## config.mk

```make
export PLATFORM = sky130hd
export DESIGN_NAME = rr_arbiter8
export DESIGN_NICKNAME = d
export VERILOG_FILES = /design/src/rtl/rr_arbiter8.sv
export SDC_FILE = /design/constraint.sdc
export NUM_CORES = 1
export LEC_CHECK = 0
export BUFFER_PORTS_ARGS = -buffer_cell sky130_fd_sc_hd__buf_4
export CORE_UTILIZATION = 25
export CTS_CLUSTER_SIZE = 12
export DETAILED_ROUTE_END_ITERATION = 6
export PLACE_DENSITY = 0.52
export SETUP_SLACK_MARGIN = 0.2
export SLEW_MARGIN = 20
export SYNTH_ARGS = -nofsm -noshare
export SYNTH_HDL_FRONTEND = slang
export SYNTH_SLANG_ARGS = --single-unit
```

## constraint.sdc

```tcl
create_clock -name clk -period 5.24 [get_ports clk]
set_input_delay 1.048 -clock clk [delete_from_list [all_inputs] [get_ports clk]]
set_output_delay 1.048 -clock clk [all_outputs]
set_load 0.02 [all_outputs]
```

## src/rtl/rr_arbiter8.sv

```systemverilog
// ---------------------------------------------------------------------------
// rr_arbiter8
//
// Round-robin arbiter sharing one resource among 8 requesters. A requester
// holds req high for as long as it needs ownership and drops it to release.
// After every release (voluntary or forced) there is exactly one grant-free
// GAP cycle, and the round-robin pointer moves to the requester after the
// previous owner.
//
// Handshake: req[i] is a level request. grant[i] (and grant_idx == i,
// grant_valid == 1) is a registered level acknowledgement that stays high
// while req[i] stays high. Ownership ends on the edge that samples req[i]
// low, or on a forced release when the hold limit is reached.
//
// Optional feature (compile-time macro HOLD_TIMEOUT_EN):
//   defined   - a hold counter bounds each ownership to MAX_HOLD cycles.
//               A forced release pulses timeout for its single GAP cycle.
//   undefined - no counter is built, timeout is tied low and ownership is
//               unbounded.
//
// Parameters:
//   MAX_HOLD  maximum grant cycles per ownership (2..255), timeout build only
//   CNT_W     hold counter width, 2**CNT_W > MAX_HOLD
//
// Ports:
//   clk          in   rising-edge clock
//   reset        in   asynchronous active-high reset
//   en           in   enables new grants; never revokes the current owner
//   req[7:0]     in   request vector, bit i = requester i
//   grant[7:0]   out  registered one-hot grant (or all zero)
//   grant_idx    out  registered binary index of owner, 0 when no owner
//   grant_valid  out  registered, high while any grant bit is high
//   timeout      out  registered one-cycle pulse on a forced release
//   dbg_state    out  current FSM state (0 IDLE, 1 GRANT, 2 GAP)
// ---------------------------------------------------------------------------
module rr_arbiter8 #(
    parameter int MAX_HOLD = 16,
    parameter int CNT_W    = 8
) (
    input  logic       clk,
    input  logic       reset,
    input  logic       en,
    input  logic [7:0] req,
    output logic [7:0] grant,
    output logic [2:0] grant_idx,
    output logic       grant_valid,
    output logic       timeout,
    output logic [1:0] dbg_state
);

    typedef enum logic [1:0] {
        IDLE  = 2'd0,
        GRANT = 2'd1,
        GAP   = 2'd2
    } state_t;

    // Elaboration-time sanity check of the parameter pair.
    if (MAX_HOLD < 2 || MAX_HOLD > 255 || (64'd1 << CNT_W) <= 64'(MAX_HOLD)) begin : g_bad_param
        $error("rr_arbiter8: illegal MAX_HOLD/CNT_W combination");
    end

    state_t     state_q, state_d;
    logic [2:0] ptr_q, ptr_d;
    logic [7:0] grant_q, grant_d;
    logic [2:0] grant_idx_q, grant_idx_d;
    logic       grant_valid_q, grant_valid_d;
    logic       timeout_q, timeout_d;

    // Owner chosen for the next cycle; only meaningful when state_d == GRANT.
    logic [2:0] owner_d;

    // Round-robin winner search.
    logic       win_found;
    logic [2:0] win_idx;
    logic [2:0] cand;

`ifdef HOLD_TIMEOUT_EN
    logic [CNT_W-1:0] hold_cnt_q, hold_cnt_d;
    logic             hold_limit;

    // hold_cnt_q counts completed GRANT cycles minus one, so the edge ending
    // the MAX_HOLD-th grant cycle sees hold_cnt_q == MAX_HOLD-1.
    assign hold_limit = (hold_cnt_q == CNT_W'(MAX_HOLD - 1));
`endif

    // -----------------------------------------------------------------------
    // Winner: first set req bit scanning ptr, ptr+1, ..., wrapping mod 8.
    // Scanning from the far end down lets the nearest candidate win last.
    // -----------------------------------------------------------------------
    always_comb begin
        win_found = 1'b0;
        win_idx   = 3'd0;
        cand      = 3'd0;
        for (int i = 7; i >= 0; i--) begin
            cand = ptr_q + 3'(i);
            if (req[cand]) begin
                win_found = 1'b1;
                win_idx   = cand;
            end
        end
    end

    // -----------------------------------------------------------------------
    // State register (also holds pointer, registered outputs and counter).
    // -----------------------------------------------------------------------
    always_ff @(posedge clk or posedge reset) begin
        if (reset) begin
            state_q       <= IDLE;
            ptr_q         <= 3'd0;
            grant_q       <= 8'h00;
            grant_idx_q   <= 3'd0;
            grant_valid_q <= 1'b0;
            timeout_q     <= 1'b0;
`ifdef HOLD_TIMEOUT_EN
            hold_cnt_q    <= '0;
`endif
        end else begin
            state_q       <= state_d;
            ptr_q         <= ptr_d;
            grant_q       <= grant_d;
            grant_idx_q   <= grant_idx_d;
            grant_valid_q <= grant_valid_d;
            timeout_q     <= timeout_d;
`ifdef HOLD_TIMEOUT_EN
            hold_cnt_q    <= hold_cnt_d;
`endif
        end
    end

    // -----------------------------------------------------------------------
    // Next-state logic.
    // -----------------------------------------------------------------------
    always_comb begin
        state_d   = state_q;
        ptr_d     = ptr_q;
        owner_d   = grant_idx_q;
        timeout_d = 1'b0;

        unique case (state_q)
            IDLE, GAP: begin
                if (en && win_found) begin
                    state_d = GRANT;
                    owner_d = win_idx;
                end else begin
                    state_d = IDLE;
                    owner_d = 3'd0;
                end
            end

            GRANT: begin
                // Voluntary release wins over a simultaneous hold limit.
                if (!req[grant_idx_q]) begin
                    state_d = GAP;
                    ptr_d   = grant_idx_q + 3'd1;
                    owner_d = 3'd0;
                end
`ifdef HOLD_TIMEOUT_EN
                else if (hold_limit) begin
                    state_d   = GAP;
                    ptr_d     = grant_idx_q + 3'd1;
                    owner_d   = 3'd0;
                    timeout_d = 1'b1;
                end
`endif
            end

            default: begin
                state_d = IDLE;
                owner_d = 3'd0;
            end
        endcase
    end

`ifdef HOLD_TIMEOUT_EN
    // Counter restarts on every entry into GRANT and runs while GRANT holds.
    always_comb begin
        hold_cnt_d = '0;
        if (state_q == GRANT && state_d == GRANT) begin
            hold_cnt_d = hold_cnt_q + CNT_W'(1);
        end
    end
`endif

    // -----------------------------------------------------------------------
    // Output logic: next values of the registered outputs, derived from the
    // next state so every output is a flop.
    // -----------------------------------------------------------------------
    always_comb begin
        grant_d       = 8'h00;
        grant_idx_d   = 3'd0;
        grant_valid_d = 1'b0;
        if (state_d == GRANT) begin
            grant_d       = 8'h01 << owner_d;
            grant_idx_d   = owner_d;
            grant_valid_d = 1'b1;
        end
    end

    assign grant       = grant_q;
    assign grant_idx   = grant_idx_q;
    assign grant_valid = grant_valid_q;
    assign timeout     = timeout_q;
    assign dbg_state   = state_q;

endmodule

```

; After elaboration in Yosys (flattened, before gate mapping)
; Index checks and enable logic that the tools add are counted.
[op_classes]
add_sub_neg = 8
magnitude_cmp = 9
eq_ne = 3
shift = 1
n_mux = 43
bitwise_logic = 1
n_reduce_logical = 4
[op_table]
columns = operator, count
row1 = "< comparator 3 x 4 -> 1 bit, second input constant", 9
row2 = 2-to-1 mux 3 bit, 11
row3 = binary-select mux 1 bit (select 3 bit), 9
row4 = 2-to-1 mux 1 bit, 19
row5 = "adder 3 bit, second input constant", 4
row6 = 2-to-1 mux 8 bit, 1
row7 = "<< shifter 1 x 3 -> 8 bit, first input constant", 1
row8 = "adder 3 x 1 -> 3 bit, second input constant", 2
row9 = "adder 3 x 2 -> 3 bit, second input constant", 2
row10 = one-hot mux 3 bit (2 select lines), 1
row11 = "== test 2 x 1 -> 1 bit, second input constant", 2
row12 = one-hot mux 2 bit (2 select lines), 1
row13 = "== test 2 bit, second input constant", 1
row14 = zero test 2 bit, 1
row15 = 2-to-1 mux 2 bit, 1
row16 = AND reduction 2 bit, 1
row17 = OR reduction 2 bit, 1
row18 = logical AND 1 bit, 1
row19 = inverter 1 bit, 1
[word_totals]
register_bits = 17
input_bits = 11
output_inout_bits = 15
elab_cells = 74

; Longest topological paths before layout
; Gate-level depths: netlist (run 1).
[logic_depth]
ltp_word = 16
ltp_mapped = 16
mapped_depth_nobuf = 11

; Worst setup path before layout (run 1)
; Ideal clock, no wire load.
[synth_timing]
path_kind = flip-flop to flip-flop
from = register ptr_q[0]
to = register grant_q[2] (netlist: grant[2])
t_arrival_ps = 3035
slack_ps = 2125
stages_incl_launch_ff = 16
path_buffers = 5
synth_period_minus_slack_ps = 3115
cell_sequence = dfrtp_1 buf_6 clkbuf_8 bufbuf_8 inv_1 ha_1 buf_4 buf_12 mux2i_1 nand2_1 o221ai_2 nor2_1 a2111oi_2 a211oi_2 o31a_4 nor3_2
[synth_via]
elab_chain_len = 16
[synth_lines]
columns = element, line
row1 = "start, declared", 63  ; logic [2:0] ptr_q, ptr_d;
row2 = "start signal, assigned", 119  ; ptr_q <= ptr_d;
row3 = adder 3 bit, 95  ; cand = ptr_q + 3'(i);
row4 = binary-select mux 1 bit (select 3 bit), 96  ; if (req[cand]) begin
row5 = 2-to-1 mux 1 bit (implied by the code), 96
row6 = 2-to-1 mux 1 bit (8 in series), 96
row7 = logical AND 1 bit, 141  ; if (en && win_found) begin
row8 = 2-to-1 mux 1 bit / 2-to-1 mux 3 bit (equally long branches), 141
row9 = one-hot mux 2 bit (2 select lines) / one-hot mux 3 bit (2 select lines) (equally long branches), 139  ; unique case (state_q)
row10 = == test 2 x 1 -> 1 bit / << shifter 1 x 3 -> 8 bit (equally long branches), "192, 193"
row11 = 2-to-1 mux 8 bit (*), 192  ; if (state_d == GRANT) begin
row12 = net grant_d[2], 64  ; logic [7:0] grant_q, grant_d;
row13 = "end signal, assigned", 120  ; grant_q <= grant_d;
row14 = "end, declared", 64
; Mark *: on every way through the listed nets, which the timed path passes. The rest lies on a longest branch. The select of a mux whose other input is x is not followed.
; A chain may end at the register's enable or synchronous reset.

; Final worst setup path (run 1)
[layout_timing]
from = register ptr_q[1]
to = register grant_q[0] (netlist: grant[0])
; Same word-level chain as after synthesis.

==> impl_metrics.yaml, run 1 <==
floorplan:
  start_util: 0.266
  die-width_um: 85.1
  dieArea_um2: 7240
  row_count: 29
  core_area_um2: 6490
  die_h_um: 85.1
  ioPinCount: 26
synthesis:
  synth_enable_flop_cells: 0
  syn_nets: 176
  syn_inst: 162
  yosys_warnings: 0
  synth.yosys.seq_area_share: 0.246
  yosysUniqueCellTypes: 55
  synth-seq-cells: 17
  yosys_most_used_dff: "dfrtp_1"
  syn-cell-area_um2: 1730
  async_flop_share: 1.00
  synth.avg_cell_area_um2: 10.7
sta:
  final.setup_skew_ps: 1.44
  setup_viol_count_final: 0
  hold_slack_ps: 665
  hold_viol_final: 0
  setup_tns_ps: 0
  layout_setup_ws_ps: 1550
  tightest_slew_ps: 630
  min_period_ps: 3690
  period_share: 0.703
  maxSlewHeadroom: 0.579
  max_freq_ghz: 0.271
  slew_viol_final: 0
  rsz0062_at_grt: "no"
drt:
  drc: 0
  routed_via_density: 5.23
  dr.pass1.iters: 4
  ant_nets: 0
  num_vias: 1361
  drt_iter0_markers: 69
  routed_wl_um: 4210
  routedWlPerCell_um: 16.2
critical_path:
  worst_ep_required_time_ps: 5410
  path_class: "reg2reg"
  arrival_ps: 3850
  slowest_delay_ps: 740
  cp_max_fo: 15
  slowest_stage: "dfrtp_1"
  crit_end: "grant[0]"
  critical_path.startpoint: "ptr_q[1]"
  crit_top_cell: "mux2i_1"
  regToRegSetupSlack_ps: 1550
  r2r-end: "grant[0]"
  r2r-start: "ptr_q[1]"
  critPathLaunchType: "register"
  rr_worst_depth: 10
  cp_cell_sequence: "inv_1 > ha_1 > mux2i_1 > mux2i_1 > o221ai_2 > nand2_1 > o21ai_0 > o31a_4 > inv_4 > nor4b_2"
  setup.worst_path.end_class: "register"
placement:
  gp_congestion: 0.867
  io_buffers: 24
  placed_area_um2: 1910
  dp_slack_ps: 1600
  dp_hpwl_um: 3260
clock_network:
  clkLatencyLatePin_ps: 250
  cts_tree: "yes"
  clock_sinks: 17
  clockRootBuffer: "clkbuf_8"
  cts_max_path_buffers: 2
  h-tree-depth: 1
  cts_setup_buffers: 0
  numCtsBuffers: 3
  cts_hold_buf: 0
  post_cts_resized: 0
  clk_pin_slew_ps: 70
run_status:
  status: "finished, final reports clean"
global_route:
  grt_max_degree: 25
  grt_pass1_wl_um: 7140
  antenna_found_initial: 0
  gr-total-overflow: 0
  grtUsageTotal: 0.125
  grt_pass1_vias: 1352
finish:
  drive_above_1_share: 0.339
  nNetsFinal: 198
  final_common_cell: "buf_4"
  postLayoutCellArea_um2: 1960
  final_cell_mix: "26 x buf_4, 17 x mux2i_1, 17 x nand2_1, 17 x dfrtp_1, 11 x mux4_2"
  num_antenna_cells: 0
  syn2layout_area_growth_pct: 13.3
power_and_ir_drop:
  p_leak_nw: 0.865
  p_int_w: 0.000687
  peakVddDrop_mv: 0.302
  sequentialPowerShare: 0.163
  power.density_nw_per_um2: 694
  swShare: 0.494
  clkPwrFrac: 0.073
  power_w: 0.00136
  comb_power_share: 0.764
  power.switching_w: 0.000670
hold_path:
  worstHoldPathType: "reg2reg"
  min_from: "grant_idx[0]"
flow_run:
  maxCapViolations: 0
state kept, by name (all words and copies together) (netlist names):
signal,cells
grant_idx,3
ptr_q,3
grant,8
dbg_state,2
grant_valid,1
cell usage after synthesis, drive strengths merged, types with 2 or more instances:
| master | n | area share |
|---|---|---|
| a22oi | 3 | 0.013 |
| a21o | 3 | 0.013 |
| o31a | 2 | 0.015 |
| mux4 | 11 | 0.14 |
| buf | 6 | 0.036 |
| a211oi | 2 | 0.012 |
| and2b | 2 | 0.010 |
| o21ai | 9 | 0.026 |
| or2b | 2 | 0.0087 |
| clkbuf | 2 | 0.016 |
| nor2b | 3 | 0.011 |
| mux2i | 18 | 0.11 |
| dfrtp | 17 | 0.25 |
| and2 | 2 | 0.0094 |
| ha | 3 | 0.022 |
| xnor2 | 4 | 0.025 |
| a221oi | 3 | 0.019 |
| inv | 9 | 0.021 |
| xor2 | 2 | 0.014 |
| nand3b | 2 | 0.0087 |
| nand2 | 17 | 0.037 |
| o221ai | 5 | 0.036 |
| nand3 | 5 | 0.014 |
| nor2 | 9 | 0.020 |
| a21oi | 5 | 0.014 |
power groups by stage:
| stage | logic, W | clock network (W) | registers [W] |
|---|---|---|---|
| floorplan | 0.000858 | 0 | 0.000248 |
| global placement | 0.00104 | 0 | 0.000225 |
| detailed placement | 0.00103 | 0 | 0.000226 |
| CTS | 0.00103 | 0.000102 | 0.000223 |
| global route | 0.00114 | 0.000109 | 0.000230 |
| finish | 0.00104 | 0.0000991 | 0.000221 |
stage by stage:
step | std cells | util
6_report | 260 | 0.301
5_1_grt | 260 | 0.301
4_1_cts | 260 | 0.301
3_5_place_dp | 256 | 0.294
3_3_place_gp | 256 | 0.294
2_1_floorplan | 162 | -
kinds of logic (layout without fill, tap and decap cells):
| logic type | Yosys count | count (layout) | share of synthesized area |
|---|---|---|---|
| AOI/OAI and AO/OA | 38 | 38 | 0.186 |
| muxes | 30 | 30 | 0.264 |
| xor gates and xnor gates | 6 | 6 | 0.0391 |
| DFF | 17 | 17 | 0.246 |
| buffers and inverters | 18 | 39 | 0.0841 |
| and+or+nand+nor | 49 | 49 | 0.157 |
| adders and majority gates | 3 | 3 | 0.0217 |
| other | 1 | 1 | 0.00217 |
worst min-delay path by stage:
stage,end,slack (ps),cells after the start
after global routing,ptr_q[0],710,1
after floorplan,ptr_q[0],690,1
after global placement,ptr_q[0],660,1
after CTS,ptr_q[0],670,1
after detailed placement,ptr_q[0],670,1
final,ptr_q[0],660,1
worst max-delay path, delay by kind of cell, from the launching register on:
family	cells	cell delay, ps
adder cells (fa/ha/maj)	1	720
flip-flops	1	740
AO/OA/AOI/OAI	3	920
buffers and inverters	2	270
multiplexers	2	480
AND/OR/NAND/NOR	2	460
cell type report:
type	instances	area, µm²
inverter	9	36.3
clock buffer	3	41.3
sequential	17	425
fill	661	4540
multi-input combinational	127	1160
clock inverter	1	5.00
tap	77	96.3
timing repair buffer	26	195
metal layers:
layer,part of all wire,vias to the layer above,track usage
li1,-,653,-
met1,0.47,664,0.173
met2,0.49,39,0.205
met3,0.038,5,0.0204
met4,0.0074,0,0.0277
met5,0,-,0
Note: power is estimated with default switching activity, not from simulation.
==> run 2: changes to the inputs <==
ABC_AREA = 1   (was not set)
PLACE_DENSITY = 0.54   (was 0.52)
clock period = 3 ns   (was 5.24 ns; I/O delays follow)
==> run 2 against run 1 <==
Synthesized cell count up 27%. Register-to-register slack worse by 1100 ps. Clock skew up 1.5 ps. Via count down 0.81%. Highest routed layer unchanged. Sequential cell count unchanged. Combinational power up 56%. Cell count up 16%. Count of clock-buffer cells in the layout unchanged. First-iteration DRC count up 4.3%. Non-clock buffer count unchanged. Core utilization up 1.0 points. Largest cell class unchanged.
==> impl_metrics.yaml, run 2 <==
critical_path:
  regToRegSetupSlack_ps: 420
  arrival_ps: 2750
  r2r-end: "grant[0]"
  r2r-start: "ptr_q[1]"
  path_class: "reg2reg"
  setup.worst_path.end_class: "register"
  crit_end: "grant[0]"
  critPathTopFamily: "simple AND/OR/NAND/NOR gates"
  critical_path.startpoint: "ptr_q[1]"
  worst_ep_required_time_ps: 3180
  crit_cells: 14
  critPathLaunchType: "register"
  path_buf_inv: 3
  rr_worst_depth: 14
  cp_cell_sequence: "clkinv_2 > ha_1 > inv_1 > nand3_2 > nand3_2 > nand2_4 > inv_2 > a21oi_2 > nand2_1 > nor2_1 > nor2_2 > a21oi_1 > nand3_1 > nor2_1"
  slowest_delay_ps: 590
  slowest_stage: "dfrtp_1"
  cp_max_fo: 9
flow_run:
  maxCapViolations: 0
power_and_ir_drop:
  p_leak_nw: 0.933
  power_w: 0.00219
  power.switching_w: 0.00123
  swShare: 0.558
  clkPwrFrac: 0.075
  power.density_nw_per_um2: 1240
  comb_power_share: 0.739
  peakVddDrop_mv: 0.603
  sequentialPowerShare: 0.185
  p_int_w: 0.000969
clock_network:
  cts_max_path_buffers: 2
  clock_sinks: 17
  post_cts_resized: 0
  clockRootBuffer: "clkbuf_8"
  h-tree-depth: 1
  cts_setup_buffers: 0
  clk_pin_slew_ps: 70
  cts_tree: "yes"
  cts_hold_buf: 0
  numCtsBuffers: 3
  clkLatencyLatePin_ps: 240
finish:
  drive_above_1_share: 0.341
  final_cell_mix: "48 x nand2_1, 26 x nand3_1, 26 x buf_4"
  regArea_um2: 425
  num-fill-cells: 630
  final_util: 0.311
  multi_input_area_um2: 926
  largest_register_ffs: 8
  num_antenna_cells: 0
  nNetsFinal: 244
  syn2layout_area_growth_pct: 17.1
  final_common_cell: "nand2_1"
synthesis:
  synth.avg_cell_area_um2: 7.35
  synth_enable_flop_cells: 0
  syn-cell-area_um2: 1510
  synth_top_cell_by_area: "dfrtp_1"
  async_flop_share: 1.00
  yosys_most_used_dff: "dfrtp_1"
  synth_area_leaders: "dfrtp_1 28%, nand3_2 12%, nand2_1 12%"
  synth_most_common_cell: "nand2_1"
  syn_inst: 205
  yosysUniqueCellTypes: 27
  synth_common_cells: "48 x nand2_1, 26 x nand3_1, 22 x nor2_1"
  synth_top_area_frac: 0.282
  yosys_warnings: 0
  synth.yosys.seq_area_share: 0.282
  syn_nets: 219
  synth-seq-cells: 17
floorplan:
  ioPinCount: 26
  die-width_um: 79.7
  core_area_um2: 5680
  dieArea_um2: 6350
  die_h_um: 79.7
  start_util: 0.266
  row_count: 27
sta:
  rsz0062_at_grt: "no"
  final.setup_skew_ps: 2.91
  min_period_ps: 2580
  slew_viol_final: 0
  max_freq_ghz: 0.388
  setup_tns_ps: 0
  tightest_slew_ps: 657
  setup_viol_count_final: 0
  hold_viol_final: 0
  period_share: 0.859
  maxSlewHeadroom: 0.558
global_route:
  grt_max_degree: 18
  gr-total-overflow: 0
  grt_pass1_wl_um: 6280
  grtUsageTotal: 0.126
  antenna_found_initial: 0
  grt_pass1_vias: 1341
placement:
  io_buffers: 24
  dp_hpwl_um: 3050
  gp_congestion: 0.871
drt:
  routedWlPerCell_um: 12.3
  drt_iter0_markers: 72
  routed_via_density: 4.49
  dr.pass1.iters: 4
  drc: 0
  routed_wl_um: 3710
  ant_nets: 0
  num_vias: 1350
run_status:
  status: "finished, final reports clean"
hold_path:
  worstHoldPathType: "in2async"
run 2: power by group through the flow:
| stage | clock, W | combinational [W] | sequential, W |
|---|---|---|---|
| 4_1_cts | 0.000170 | 0.00163 | 0.000408 |
| 3_5_place_dp | 0 | 0.00162 | 0.000411 |
| 3_3_place_gp | 0 | 0.00163 | 0.000412 |
| 2_1_floorplan | 0 | 0.00133 | 0.000422 |
| 6_report | 0.000165 | 0.00162 | 0.000406 |
| 5_1_grt | 0.000183 | 0.00185 | 0.000418 |
run 2: area by class of cell:
type,count,area share
inverters,21,0.0468
clock inverters,1,0.00283
clock buffers,3,0.0234
repair buffers,26,0.111
flip-flops and latches,17,0.241
well taps,72,0.0510
multi-input cells,161,0.524
run 2: how the worst min path moves through the flow:
stage | endpoint | slack [ps] | cells past startpoint
2_1_floorplan | dbg_state[0] | 530 | 1
5_1_grt | dbg_state[1] | 490 | 2
3_3_place_gp | dbg_state[1] | 580 | 1
3_5_place_dp | dbg_state[1] | 570 | 1
6_report | ptr_q[2] | 440 | 2
4_1_cts | ptr_q[0] | 470 | 2
run 2: stage by stage:
stage,hold slack [ps],setup WS [ps],instance area (µm²),instances
2_1_floorplan,526,710,1510,205
3_3_place_gp,581,493,1720,297
3_5_place_dp,569,449,1720,297
4_1_cts,465,428,1770,301
5_1_grt,495,210,1770,301
6_report,441,424,1770,301
run 2: cells by family after synthesis:
group / Yosys count / synth area share
AO/OA/AOI/OAI: 17 / 0.0681
other: 1 / 0.00249
XOR/XNOR: 3 / 0.0174
flip-flops: 17 / 0.282
AND/OR/NAND/NOR: 137 / 0.501
buffers and inverters: 27 / 0.104
adder cells (fa/ha/maj): 3 / 0.0249
run 2: metal layers:
metal,GRT usage,share of wire,up-vias
met3,0.0114,0.022,4
met2,0.220,0.49,27
met1,0.162,0.48,613
li1,-,-,706
met5,0,0,-
met4,0.0400,0.0086,0
